===== src/rtl/riscv_pkg.sv =====
// Shared RV32I control definitions: opcodes, ALU/immediate/writeback
// encodings, control FSM states and small decode helpers.
package riscv_pkg;

   localparam logic [6:0] OPC_LUI    = 7'b0110111;
   localparam logic [6:0] OPC_AUIPC  = 7'b0010111;
   localparam logic [6:0] OPC_JAL    = 7'b1101111;
   localparam logic [6:0] OPC_JALR   = 7'b1100111;
   localparam logic [6:0] OPC_BRANCH = 7'b1100011;
   localparam logic [6:0] OPC_LOAD   = 7'b0000011;
   localparam logic [6:0] OPC_STORE  = 7'b0100011;
   localparam logic [6:0] OPC_OP_IMM = 7'b0010011;
   localparam logic [6:0] OPC_OP     = 7'b0110011;

   localparam logic [3:0] ALU_ADD  = 4'b0000;
   localparam logic [3:0] ALU_SUB  = 4'b0001;
   localparam logic [3:0] ALU_SLL  = 4'b0010;
   localparam logic [3:0] ALU_SLT  = 4'b0011;
   localparam logic [3:0] ALU_SLTU = 4'b0100;
   localparam logic [3:0] ALU_XOR  = 4'b0101;
   localparam logic [3:0] ALU_SRL  = 4'b0110;
   localparam logic [3:0] ALU_SRA  = 4'b0111;
   localparam logic [3:0] ALU_OR   = 4'b1000;
   localparam logic [3:0] ALU_AND  = 4'b1001;
   localparam logic [3:0] ALU_SELB = 4'b1111;

   localparam logic [2:0] IMM_I = 3'd0;
   localparam logic [2:0] IMM_S = 3'd1;
   localparam logic [2:0] IMM_B = 3'd2;
   localparam logic [2:0] IMM_U = 3'd3;
   localparam logic [2:0] IMM_J = 3'd4;

   localparam logic [1:0] WB_MEM = 2'd0;
   localparam logic [1:0] WB_ALU = 2'd1;
   localparam logic [1:0] WB_PC4 = 2'd2;

   typedef enum logic [2:0] {
      IDLE    = 3'd0,
      FETCH   = 3'd1,
      DECODE  = 3'd2,
      EXECUTE = 3'd3,
      MEM     = 3'd4,
      WB      = 3'd5,
      TRAP    = 3'd6
   } state_e;

   // Immediate format implied by the opcode; R-type and unknown opcodes use I.
   function automatic logic [2:0] imm_sel_of(input logic [6:0] opcode);
      logic [2:0] sel;
      sel = IMM_I;
      case (opcode)
         OPC_STORE:            sel = IMM_S;
         OPC_BRANCH:           sel = IMM_B;
         OPC_LUI, OPC_AUIPC:   sel = IMM_U;
         OPC_JAL:              sel = IMM_J;
         default:              sel = IMM_I;
      endcase
      return sel;
   endfunction

   // RV32I legality: opcode plus the funct3/funct7 combinations that exist.
   function automatic logic inst_legal(input logic [6:0] opcode,
                                       input logic [2:0] funct3,
                                       input logic [6:0] funct7);
      logic ok;
      ok = 1'b0;
      case (opcode)
         OPC_LUI, OPC_AUIPC, OPC_JAL: ok = 1'b1;
         OPC_JALR:   ok = (funct3 == 3'b000);
         OPC_BRANCH: ok = (funct3 != 3'b010) && (funct3 != 3'b011);
         OPC_LOAD:   ok = funct3 inside {3'b000, 3'b001, 3'b010, 3'b100, 3'b101};
         OPC_STORE:  ok = funct3 inside {3'b000, 3'b001, 3'b010};
         OPC_OP_IMM: begin
            if (funct3 == 3'b001)
               ok = (funct7 == 7'b0000000);
            else if (funct3 == 3'b101)
               ok = (funct7 == 7'b0000000) || (funct7 == 7'b0100000);
            else
               ok = 1'b1;
         end
         OPC_OP: ok = (funct7 == 7'b0000000) ||
                      ((funct7 == 7'b0100000) && ((funct3 == 3'b000) || (funct3 == 3'b101)));
         default: ok = 1'b0;
      endcase
      return ok;
   endfunction

endpackage


===== src/rtl/alu_decode.sv =====
// Combinational opcode/funct3/funct7 to ALU operation decode.
module alu_decode
   import riscv_pkg::*;
#(
   parameter int unsigned WIDTH_ALUSEL_LENGTH = 4
) (
   input  logic [6:0]                     opcode,
   input  logic [2:0]                     funct3,
   input  logic                           funct7_5,
   output logic [WIDTH_ALUSEL_LENGTH-1:0] alu_sel
);

   logic [3:0] sel;

   // Address/target arithmetic uses ADD; only OP and OP-IMM decode funct3.
   always_comb begin
      sel = ALU_ADD;
      if (opcode == OPC_LUI) begin
         sel = ALU_SELB;
      end else if ((opcode == OPC_OP) || (opcode == OPC_OP_IMM)) begin
         case (funct3)
            3'b000:  sel = ((opcode == OPC_OP) && funct7_5) ? ALU_SUB : ALU_ADD;
            3'b001:  sel = ALU_SLL;
            3'b010:  sel = ALU_SLT;
            3'b011:  sel = ALU_SLTU;
            3'b100:  sel = ALU_XOR;
            3'b101:  sel = funct7_5 ? ALU_SRA : ALU_SRL;
            3'b110:  sel = ALU_OR;
            default: sel = ALU_AND;
         endcase
      end
   end

   assign alu_sel = WIDTH_ALUSEL_LENGTH'(sel);

endmodule


===== src/rtl/multicycle_control.sv =====
// Multi-cycle RV32I control FSM: FETCH/DECODE/EXECUTE/MEM/WB sequencing,
// datapath mux selects, write enables and memory request handshake.
module multicycle_control
   import riscv_pkg::*;
#(
   parameter int unsigned WIDTH_INST_LENGTH   = 32,
   parameter int unsigned WIDTH_ALUSEL_LENGTH = 4
) (
   input  logic                           Clk,
   input  logic                           Rst,
   input  logic [WIDTH_INST_LENGTH-1:0]   Inst,
   input  logic                           BrEq,
   input  logic                           BrLT,
   input  logic                           MemReady,
   output logic                           MemReq,
   output logic                           MemRW,
   output logic                           IRWrite,
   output logic                           PCWrite,
   output logic                           PCSel,
   output logic [2:0]                     ImmSel,
   output logic                           ASel,
   output logic                           BSel,
   output logic [WIDTH_ALUSEL_LENGTH-1:0] ALUSel,
   output logic                           BrUn,
   output logic                           RegWEn,
   output logic [1:0]                     WBSel,
   output logic                           IllegalInst
);

   state_e state;
   state_e state_next;
   logic   illegal_q;

   logic [6:0] opcode;
   logic [2:0] funct3;
   logic [6:0] funct7;
   logic       legal;
   logic       is_load, is_store, is_branch, is_jal, is_jalr, is_auipc, is_op;
   logic       branch_taken;
   logic [WIDTH_ALUSEL_LENGTH-1:0] alu_op;
   logic       unused_inst_fields;

   assign opcode = Inst[6:0];
   assign funct3 = Inst[14:12];
   assign funct7 = Inst[31:25];
   assign unused_inst_fields = ^{Inst[24:15], Inst[11:7]};

   assign legal     = inst_legal(opcode, funct3, funct7);
   assign is_load   = (opcode == OPC_LOAD);
   assign is_store  = (opcode == OPC_STORE);
   assign is_branch = (opcode == OPC_BRANCH);
   assign is_jal    = (opcode == OPC_JAL);
   assign is_jalr   = (opcode == OPC_JALR);
   assign is_auipc  = (opcode == OPC_AUIPC);
   assign is_op     = (opcode == OPC_OP);

   alu_decode #(
      .WIDTH_ALUSEL_LENGTH (WIDTH_ALUSEL_LENGTH)
   ) u_alu_decode (
      .opcode   (opcode),
      .funct3   (funct3),
      .funct7_5 (funct7[5]),
      .alu_sel  (alu_op)
   );

   // Branch condition from the comparator flags, selected by funct3.
   always_comb begin
      branch_taken = 1'b0;
      case (funct3)
         3'b000:         branch_taken = BrEq;
         3'b001:         branch_taken = !BrEq;
         3'b100, 3'b110: branch_taken = BrLT;
         3'b101, 3'b111: branch_taken = !BrLT;
         default:        branch_taken = 1'b0;
      endcase
   end

   // State register.
   always_ff @(posedge Clk or posedge Rst) begin
      if (Rst)
         state <= IDLE;
      else
         state <= state_next;
   end

   // Sticky illegal-instruction flag, set as DECODE rejects the opcode.
   always_ff @(posedge Clk or posedge Rst) begin
      if (Rst)
         illegal_q <= 1'b0;
      else if ((state == DECODE) && !legal)
         illegal_q <= 1'b1;
   end

   // Next-state logic.
   always_comb begin
      state_next = state;
      case (state)
         IDLE:    state_next = FETCH;
         FETCH:   if (MemReady) state_next = DECODE;
         DECODE:  state_next = legal ? EXECUTE : TRAP;
         EXECUTE: state_next = (is_load || is_store) ? MEM : WB;
         MEM:     if (MemReady) state_next = WB;
         WB:      state_next = FETCH;
         TRAP:    state_next = TRAP;
         default: state_next = IDLE;
      endcase
   end

   // Moore outputs from state and Inst; IRWrite is the only MemReady path.
   // Operand/ALU selects stay valid from EXECUTE through WB so the ALU
   // result feeding PC and writeback is stable when it is consumed.
   always_comb begin
      MemReq  = 1'b0;
      MemRW   = 1'b0;
      IRWrite = 1'b0;
      PCWrite = 1'b0;
      PCSel   = 1'b0;
      ImmSel  = IMM_I;
      ASel    = 1'b0;
      BSel    = 1'b0;
      ALUSel  = '0;
      BrUn    = 1'b0;
      RegWEn  = 1'b0;
      WBSel   = WB_MEM;
      case (state)
         FETCH: begin
            MemReq  = 1'b1;
            IRWrite = MemReady;
         end
         DECODE: begin
            ImmSel = imm_sel_of(opcode);
         end
         EXECUTE, MEM, WB: begin
            ImmSel = imm_sel_of(opcode);
            ASel   = is_branch || is_auipc || is_jal;
            BSel   = !is_op;
            ALUSel = alu_op;
            BrUn   = is_branch && funct3[1];
            if (state == MEM) begin
               MemReq = 1'b1;
               MemRW  = is_store;
            end
            if (state == WB) begin
               PCWrite = 1'b1;
               RegWEn  = !(is_store || is_branch);
               if (is_load)
                  WBSel = WB_MEM;
               else if (is_jal || is_jalr)
                  WBSel = WB_PC4;
               else
                  WBSel = WB_ALU;
               PCSel = is_jal || is_jalr || (is_branch && branch_taken);
            end
         end
         default: ;
      endcase
   end

   assign IllegalInst = illegal_q;

endmodule

===== config.mk =====
export PLATFORM = sky130hd
export DESIGN_NAME = multicycle_control
export DESIGN_NICKNAME = d
export VERILOG_FILES = /design/src/rtl/riscv_pkg.sv /design/src/rtl/alu_decode.sv /design/src/rtl/multicycle_control.sv
export SDC_FILE = /design/constraint.sdc
export NUM_CORES = 1
export LEC_CHECK = 0
export BUFFER_PORTS_ARGS = -buffer_cell sky130_fd_sc_hd__buf_4
export CAP_MARGIN = 20
export CELL_PAD_IN_SITES_DETAIL_PLACEMENT = 1
export CELL_PAD_IN_SITES_GLOBAL_PLACEMENT = 1
export CORE_MARGIN = 3
export CORE_UTILIZATION = 25
export CTS_CLUSTER_SIZE = 8
export DETAILED_ROUTE_END_ITERATION = 10
export GPL_ROUTABILITY_DRIVEN = 1
export PLACE_DENSITY = 0.89
export SYNTH_ARGS = -nofsm -noshare
export SYNTH_HDL_FRONTEND = slang
export SYNTH_SLANG_ARGS = --single-unit

===== constraint.sdc =====
create_clock -name Clk -period 3.25 [get_ports Clk]
set_clock_uncertainty 0.05 [all_clocks]
set_input_delay 0.65 -clock Clk [delete_from_list [all_inputs] [get_ports Clk]]
set_output_delay 0.65 -clock Clk [all_outputs]
set_load 0.005 [all_outputs]

==> run metrics, run 1 <==
Yosys Warn Count=0; TritonCTS Buffers=3; CTS Hold Bufs=0; Syn Nets=138; Die ar.=3474 µm²; Via-to-Cell Ratio=5.339; Data arrival, critical path=2.05 ns; relative slew slack=0.5393; unrepaired setup endpoints after global routing=false; CP Capture Type=primary output; reg-to-reg endpoint=IllegalInst; Syn Area/Cell=7.007 µm²; initial antenna violation count=0; register area share after synthesis=0.1429; num ports=56; Worst-path clk slew=0.04 ns; final setup vio count=0; Tot GR Track Use=0.1408; Post-CTS Setup Repair Bufs=0; post-synthesis register bit count=4; Synth Area in XOR/XNOR=0.02500; Slew @ Worst Pin=0.6878 ns; Worst Setup SP=Inst[2]; first-pass GRT wire length=3953 µm; R2R setup slack=1.93 ns; Power Dens Cells=454.0 nW/µm²; Hold WC Path Type=input pin to async pin; Starting Density=0.2729; leakage=0.4652 nW; final wirelength=2403 µm; drt wl/cell=14.30 µm; final count of hold timing violations=0; period utilization=0.8470; setup slack after layout=0.4974 ns; Remaining DRCs=0; routability cong.=0.8351; row count=18; clk buf depth=2; DRT iter0 DRCs=1; area share of and/or/nand/nor cells after synthesis=0.3929; clock latency on the worst-skew pair=0.23 ns; largest family of logic cells by synthesized area=simple AND/OR/NAND/NOR gates; largest net degree at the start of global routing=14; n_diodes=0; post-synthesis mux area share=0.01429; number of max-cap violations=0; layout cell share with drive strength beyond 1=0.3623; vias post-DR=897; Reg area=100.1 µm²; die width=58.94 µm; max-slew violations=0; f_max=363.3 MHz; pre-CTS setup slack=0.5188 ns; Post-synth EDFFs=0; Final min period=2.753 ns; area delta synth->final=46.79%; ys flop type=dfrtp_1; Crit path required time=2.55 ns; Die Y=58.94 µm; Peak VDD IR=0.2440 mV; total power=0.4669 mW; hpwl dp=1982 µm; worst reg2reg path depth=3; post-synthesis cell type count=46; total gr overflow=0; multi-input logic area=545.5 µm²; Crit Path Class=input pin to primary output; Cell Area, Synth=700.7 µm²; Post-synth ARST share=1.000; Compound-Gate Fraction of Synth Area=0.3286; Final #Nets=178; status=finished, final reports clean; Filler Cells Inserted=358; worst setup path endpoint=MemRW; CTS tree=done; 1st-pass router iterations=2; Setup TNS=0 ns; number of nets with antenna violations after routing=0; vias in the first global route=967; Post-Synth Adder-Cell Area=0.01786; Worst R2R Start=state[0]; Placeable Area=2567 µm²; CTS sink cnt=4; htree depth=1; Root Buffer=clkbuf_4; Mapped Cells=100; critical path peak fanout=8; startpoint types=input pin; PortBufs=40; CTS resizes=0
==> Yosys cell counts (2+ instances only) <==
cell type | number | area, µm²
nand3_1 | 2 | 10.01
nor3_1 | 3 | 15.01
and3_1 | 3 | 18.77
dfrtp_1 | 4 | 100.1
o31a_1 | 2 | 17.52
a21oi_1 | 13 | 65.06
inv_1 | 5 | 18.77
nand2_1 | 9 | 33.78
a31oi_1 | 2 | 12.51
nor3b_1 | 2 | 15.01
o21ai_0 | 5 | 25.02
nor2b_1 | 2 | 12.51
buf_2 | 2 | 10.01
nand2b_1 | 4 | 25.02
nor2_1 | 11 | 41.29
==> power by group <==
group / leakage [nW] / switching [mW] / internal (mW)
Sequential: 0.0450 / 0.0426 / 0.0701
Combinational: 0.406 / 0.152 / 0.141
Clock: 0.0138 / 0.0195 / 0.0413
==> through the flow <==
step | utilization | area, µm² | std cells | hold slack [ns]
final | 0.4006 | 1028 | 168 | 0.2474
after global routing | 0.4006 | 1028 | 168 | 0.2542
after floorplan | - | 700.7 | 100 | 0.3661
after detailed placement | 0.3918 | 1006 | 165 | 0.4223
after global placement | 0.3918 | 1006 | 165 | 0.3951
after CTS | 0.4006 | 1028 | 168 | 0.2475
==> logic make-up after synthesis <==
family          count (synthesis)
simple gates                   48
compound gates                 33
buf+inv                        11
flops                           4
xor+xnor                        2
mux                             1
fa+ha+maj                       1
==> cell usage in the layout (no fill, tap or decap), types with 2 or more instances in the layout <==
master,Yosys,routed
nand2b_1,4,4
inv_1,5,5
clkbuf_4,0,3
dfrtp_1,4,4
a21oi_1,13,13
buf_4,1,40
a31oi_1,2,2
nor3b_1,2,2
nor2_1,11,11
nor2b_1,2,2
nor3_1,3,3
nand3_1,2,2
o31a_1,2,2
and3_1,3,3
o21ai_0,5,5
nand2_1,9,9
==> sequential cells by signal, summed over array words and instances (netlist names) <==
signal,flops
state,3
IllegalInst,1
==> how the worst min path moves through the flow <==
stage / from / end / slack, ns / cells after the start
2_1_floorplan: Rst / IllegalInst / 0.37 / 1
3_3_place_gp: IllegalInst / IllegalInst / 0.40 / 1
3_5_place_dp: IllegalInst / IllegalInst / 0.42 / 1
4_1_cts: Rst / state[0] / 0.25 / 2
5_1_grt: Rst / state[0] / 0.25 / 2
6_report: Rst / state[2] / 0.25 / 2
==> layout make-up <==
cell class                 count  share of cell area
clock buffer                   3             0.02190
inverter                       6             0.02190
multi-input combinational     85              0.5304
sequential                     4             0.09732
tap                           30             0.03650
timing repair buffer          40              0.2920
==> worst max-delay path, cell delays in order <==
cell       delay (ns)
buf_4            0.14
nand4bb_1        0.25
or3_1            0.43
or2_1            0.25
nor3_1           0.19
buf_4            0.14
==> routing by layer <==
| layer | part of all wire | vias up | GRT usage |
|---|---|---|---|
| met5 | 0 | - | 0 |
| met4 | 0.017 | 0 | 0.06796 |
| met3 | 0.062 | 6 | 0.02193 |
| met2 | 0.49 | 31 | 0.2476 |
| met1 | 0.43 | 411 | 0.1645 |
| li1 | - | 449 | - |
Note: power is estimated with default switching activity, not from simulation.
==> run 2, diff against run 1 <==
ABC_AREA = 1   (was not set)
CORE_UTILIZATION = 22   (was 25)
PLACE_DENSITY = 0.85   (was 0.89)
clock period = 2.25 ns   (was 3.25 ns; I/O delays follow)
==> run 2 against run 1 <==
Compared with the run above:
- first-iteration DRC count grew to 26 times the previous value
- critical path type is now register to primary output
- sequential power increased by 16%
- count of clock-buffer cells in the layout unchanged
- via count grew 13%
- synthesized area up 8.8%
- combinational power rose by 38%
- clock power rose by 52%
- non-clock buffer count rose by 2
- global-route usage fell by 2.4 points
- synthesized cell count rose by 41%
==> run metrics, run 2 <==
Compound-Gate Fraction of Synth Area=0.1839; Yosys Warn Count=0; final count of hold timing violations=0; total gr overflow=0; max FFs per register=3; Starting Density=0.2398; ys flop type=dfrtp_1; Die Y=64.85 µm; f_max=472.6 MHz; Final min period=2.116 ns; Placeable Area=3178 µm²; Syn Area/Cell=5.404 µm²; Power Dens Cells=550.9 nW/µm²; Setup TNS=0 ns; Data arrival, critical path=1.62 ns; Syn Nets=179; layout cell share with drive strength beyond 1=0.3716; Psw=0.2962 mW; startpoint types=register; post-synthesis register bit count=4; Filler Cells Inserted=462; Synth Area in XOR/XNOR=0; commonest cells after routing, fill and taps aside=42 x buf_4, 37 x nand2_1, 17 x inv_1, 17 x nor2_1, 11 x a21oi_1; period utilization=0.9404; vias in the first global route=909; Worst-path clk slew=0.04 ns; htree depth=1; Top reg by flops=state; Via-to-Cell Ratio=4.458; max-slew violations=0; post-synthesis cell type count=27; Cell Area, Synth=762.0 µm²; Synth top area share=0.1823; 1st-pass router iterations=4; Flop pwr share=0.209; commonest non-fill, non-tap cell in the layout=buf_4; Crit Path Class=register to primary output; area share of and/or/nand/nor cells after synthesis=0.5238; leakage=0.6132 nW; hpwl dp=2090 µm; status=finished, final reports clean; synth top area cells=nand2_1 18%, dfrtp_1 13%, nor2_1 8.9%; area delta synth->final=49.42%; die width=64.85 µm; CTS tree=done; logic gate share of total power=0.644; Slew @ Worst Pin=0.4335 ns; Post-Synth Adder-Cell Area=0.01642; Clk pwr share=0.147; Tot GR Track Use=0.1170; Hold WC Path Type=input pin to async pin; total power=0.6273 mW; Peak VDD IR=0.3762 mV; DRT iter0 DRCs=26; drt wl/cell=10.93 µm; final setup vio count=0; Die ar.=4206 µm²; clk buf depth=2; Remaining DRCs=0; finished layout cell area=1139 µm²; CP Capture Type=primary output; unrepaired setup endpoints after global routing=false; Crit path required time=1.75 ns; Post-synth ARST share=1.000; final wirelength=2481 µm; routability cong.=0.8114; clock latency on the worst-skew pair=0.24 ns; TritonCTS Buffers=3; Net Sw Frac=0.4723; num ports=56; hold slack=0.04149 ns; Util after Layout=0.3583; row count=20; largest family of logic cells by synthesized area=simple AND/OR/NAND/NOR gates; top cells by count, synth=37 x nand2_1, 18 x nor2_1, 17 x inv_1; CTS sink cnt=4; first-pass GRT wire length=4036 µm; initial antenna violation count=0; area leader, netlist=nand2_1; number of max-cap violations=0; critical path peak fanout=5; PortBufs=40; vias post-DR=1,012; largest net degree at the start of global routing=12; Post-CTS Setup Repair Bufs=0; n_diodes=0; Root Buffer=clkbuf_4; number of nets with antenna violations after routing=0; post-synthesis mux area share=0; Int Pwr=0.3310 mW; relative slew slack=0.7088; Post-synth EDFFs=0; most common cell in the netlist=nand2_1; Final #Nets=223; Mapped Cells=141; register area share after synthesis=0.1314; placed inst area=1109 µm²
[run 2: path summary, 6_finish.rpt]
| kind | startpoint | endpoint | slack (ns) | cells after the start |
|---|---|---|---|---|
| min in group Clk | IllegalInst | IllegalInst | 0.41 | 2 |
| max | state[1] | ALUSel[0] | 0.13 | 6 |
| max in group asynchronous | Rst | state[0] | 1.95 | 2 |
| max reg2reg | state[2] | state[0] | 0.94 | 8 |
| min reg2reg | IllegalInst | IllegalInst | 0.41 | 2 |
| min | Rst | state[2] | 0.04 | 2 |
[run 2: power by group through the flow]
stage | clock, mW | combinational [mW] | sequential, mW
finish | 0.0923 | 0.404 | 0.131
detailed placement | 0 | 0.393 | 0.130
global route | 0.102 | 0.457 | 0.134
global placement | 0 | 0.384 | 0.129
CTS | 0.0964 | 0.396 | 0.130
floorplan | 0 | 0.230 | 0.121
[run 2: what timing repair did]
action	4_1_cts	5_1_grt
setup endpoints to repair	0	1
gates resized for setup	0	2
hold buffers	0	0
[run 2: stage by stage]
stage | setup WS, ns | instances
floorplan | 0.5085 | 141
global placement | 0.2077 | 224
detailed placement | 0.1439 | 224
CTS | 0.08862 | 227
global route | 0.01514 | 227
finish | 0.1342 | 227
[run 2: cells by family after synthesis]
group | after synthesis
AOI/OAI and AO/OA | 24
and+or+nand+nor | 86
DFF | 4
buffers and inverters | 26
adders and majority gates | 1
[run 2: critical path, stage by stage, from the launching register on]
cell and delay [ns]:
dfrtp_1 0.42, inv_1 0.18, ha_1 0.26, nor2_2 0.08, buf_4 0.16, a21oi_1 0.15
buf_4 0.14
[run 2: area by class of cell]
class	count	area, µm²	area share
repair buffers	42	315.3	0.2769
well taps	44	55.05	0.04835
multi-input cells	111	559.3	0.4912
flip-flops and latches	4	100.1	0.08791
inverters	23	86.33	0.07582
clock buffers	3	22.52	0.01978
[run 2: per-layer routing]
layer	vias up	wire, µm	GRT usage
li1	536	-	-
met1	446	1195	0.1566
met2	30	1126	0.1941
met3	0	160	0.03813
met4	0	0	0
met5	-	0	0
==> run 3, diff against run 2 <==
==> constraint.sdc (replaced) <==
create_clock -name Clk -period 2.25 [get_ports Clk]
set_clock_uncertainty 0.05 [all_clocks]
set_input_delay 0.1125 -clock Clk [delete_from_list [all_inputs] [get_ports Clk]]
set_output_delay 0.1125 -clock Clk [all_outputs]
set_load 0.005 [all_outputs]
==> run 3 against run 2 <==
Compared with the run above:
- maximum frequency rose by 13%
- register-to-register slack is essentially flat
- flip-flop and latch count unchanged
- sequential power is essentially flat
- cell count is the same
- worst hold slack better by 0.073 ns
- non-clock buffer count is the same
- critical path depth fell by 1
- critical endpoint unchanged
- critical path type unchanged
- setup slack improved by 0.24 ns
- cell area down 0.44%
- utilization decreased by 0.16 points
==> run metrics, run 3 (synthesis results as in run 2) <==
status=finished, final reports clean; hold slack=0.1141 ns; total power=0.5886 mW; Data arrival, critical path=1.71 ns; Net Sw Frac=0.4666; n_diodes=0; layout cell share with drive strength beyond 1=0.3607; Layout Cells excl Fill=227; Slew @ Worst Pin=0.5305 ns; CTS resizes=0; hpwl dp=2102 µm; drt wl/cell=10.69 µm; row count=20; Tot GR Track Use=0.1181; Filler Cells Inserted=465; min-delay src=MemReady; reg-to-reg endpoint=state[0]; Worst R2R Start=state[2]; Final min period=1.871 ns; first-pass GRT wire length=4050 µm; period utilization=0.8315; total gr overflow=0; Hold Path Stages=4; Placeable Area=3178 µm²; worst path bufs/invs=2; commonest non-fill, non-tap cell in the layout=buf_4; CP Capture Type=primary output; Starting Density=0.2398; R2R setup slack=0.94 ns; Clk pwr share=0.148; PortBufs=40; max FFs per register=3; 1st-pass router iterations=4; final count of hold timing violations=0; relative slew slack=0.6450; hold endpoint=state[0]; Max stage delay on crit path=0.44 ns; Peak VDD IR=0.3822 mV; final setup vio count=0; master of the slowest instance on the critical path=nor2_1; Psw=0.2746 mW; initial antenna violation count=0; logic gate share of total power=0.630; Root Buffer=clkbuf_4; Setup TNS=0 ns; TritonCTS Buffers=3; final wirelength=2426 µm; DRT iter0 DRCs=20; critical path peak fanout=7; pre-CTS setup slack=0.5940 ns; vias in the first global route=947; Worst path top cell family by delay=simple AND/OR/NAND/NOR gates; max-slew violations=0; Int Pwr=0.3140 mW; leakage=0.6119 nW; startpoint types=register; f_max=534.5 MHz; setup slack after layout=0.3790 ns; Final #Nets=223; num ports=56; Crit path required time=2.09 ns; Die Y=64.85 µm; area delta synth->final=48.77%; htree depth=1; Worst-path clk slew=0.03 ns; number of nets with antenna violations after routing=0; largest net degree at the start of global routing=12; die width=64.85 µm; Top reg by flops=state; Crit Path Class=register to primary output; number of max-cap violations=0; clk buf depth=2; Via-to-Cell Ratio=4.489; clock latency on the worst-skew pair=0.23 ns; Power Dens Cells=519.2 nW/µm²; crit-path cells=inv_1, ha_1, nor2_1, a21oi_1, buf_4; Cells after DPL=223; commonest cells after routing, fill and taps aside=41 x buf_4, 37 x nand2_1, 18 x nor2_1; unrepaired setup endpoints after global routing=false; Remaining DRCs=0; Die ar.=4206 µm²; CTS sink cnt=4; worst reg2reg path depth=9; vias post-DR=1,019; routability cong.=0.8136; CTS tree=done; Flop pwr share=0.222; Hold WC Path Type=input pin to register
## run 3: cell types whose count changed in the layout (fill, tap and decap cells not counted), sizes merged
cell / delta
dlygate4sd3: +1
buf: -1
## run 3: power groups by stage
| stage | Sequential (mW) | Clock, mW | Combinational, mW |
|---|---|---|---|
| finish | 0.131 | 0.0870 | 0.371 |
| global route | 0.136 | 0.0999 | 0.427 |
| CTS | 0.130 | 0.0911 | 0.379 |
| detailed placement | 0.131 | 0 | 0.376 |
| global placement | 0.129 | 0 | 0.369 |
| floorplan | 0.121 | 0 | 0.230 |
## run 3: how the worst max path moves through the flow
stage / startpoint / end / slack (ns) / depth (start not counted)
global route: state[1] / ALUSel[0] / 0.22 / 5
global placement: state[1] / BrUn / 0.67 / 5
CTS: state[1] / ALUSel[0] / 0.34 / 5
finish: state[1] / ALUSel[0] / 0.38 / 5
floorplan: state[1] / BrUn / 1.02 / 4
detailed placement: state[1] / ALUSel[0] / 0.59 / 5
## run 3: metrics by stage
step           area (µm²)  utilization
2_1_floorplan       762.0            -
3_3_place_gp         1101       0.3465
3_5_place_dp         1101       0.3465
4_1_cts              1134       0.3567
5_1_grt              1134       0.3567
6_report             1134       0.3567
## run 3: final cells by class
| class | count | area [µm²] | share of cell area |
|---|---|---|---|
| clock buffers | 3 | 22.52 | 0.01987 |
| flip-flops and latches | 4 | 100.1 | 0.08830 |
| repair buffers | 42 | 317.8 | 0.2804 |
| multi-input cells | 111 | 551.8 | 0.4868 |
| inverters | 23 | 86.33 | 0.07616 |
| well taps | 44 | 55.05 | 0.04857 |
## run 3: repair_timing
item	in CTS	in global routing
hold buffers	1	0
setup buffers	0	0
hold endpoints to repair	4	0
endpoints found under the setup margin	0	0
## run 3: layer usage
metal	part of all wire	up-vias	GRT usage
li1	-	538	-
met1	0.49	448	0.1493
met2	0.45	33	0.2069
met3	0.061	0	0.02773
met4	0	0	0.01583
met5	0	-	0
## run 3: worst min-delay path, stage by stage
cell     delay, ns
buf_4         0.07
inv_1         0.05
nand2_1       0.06
nand2_1       0.05
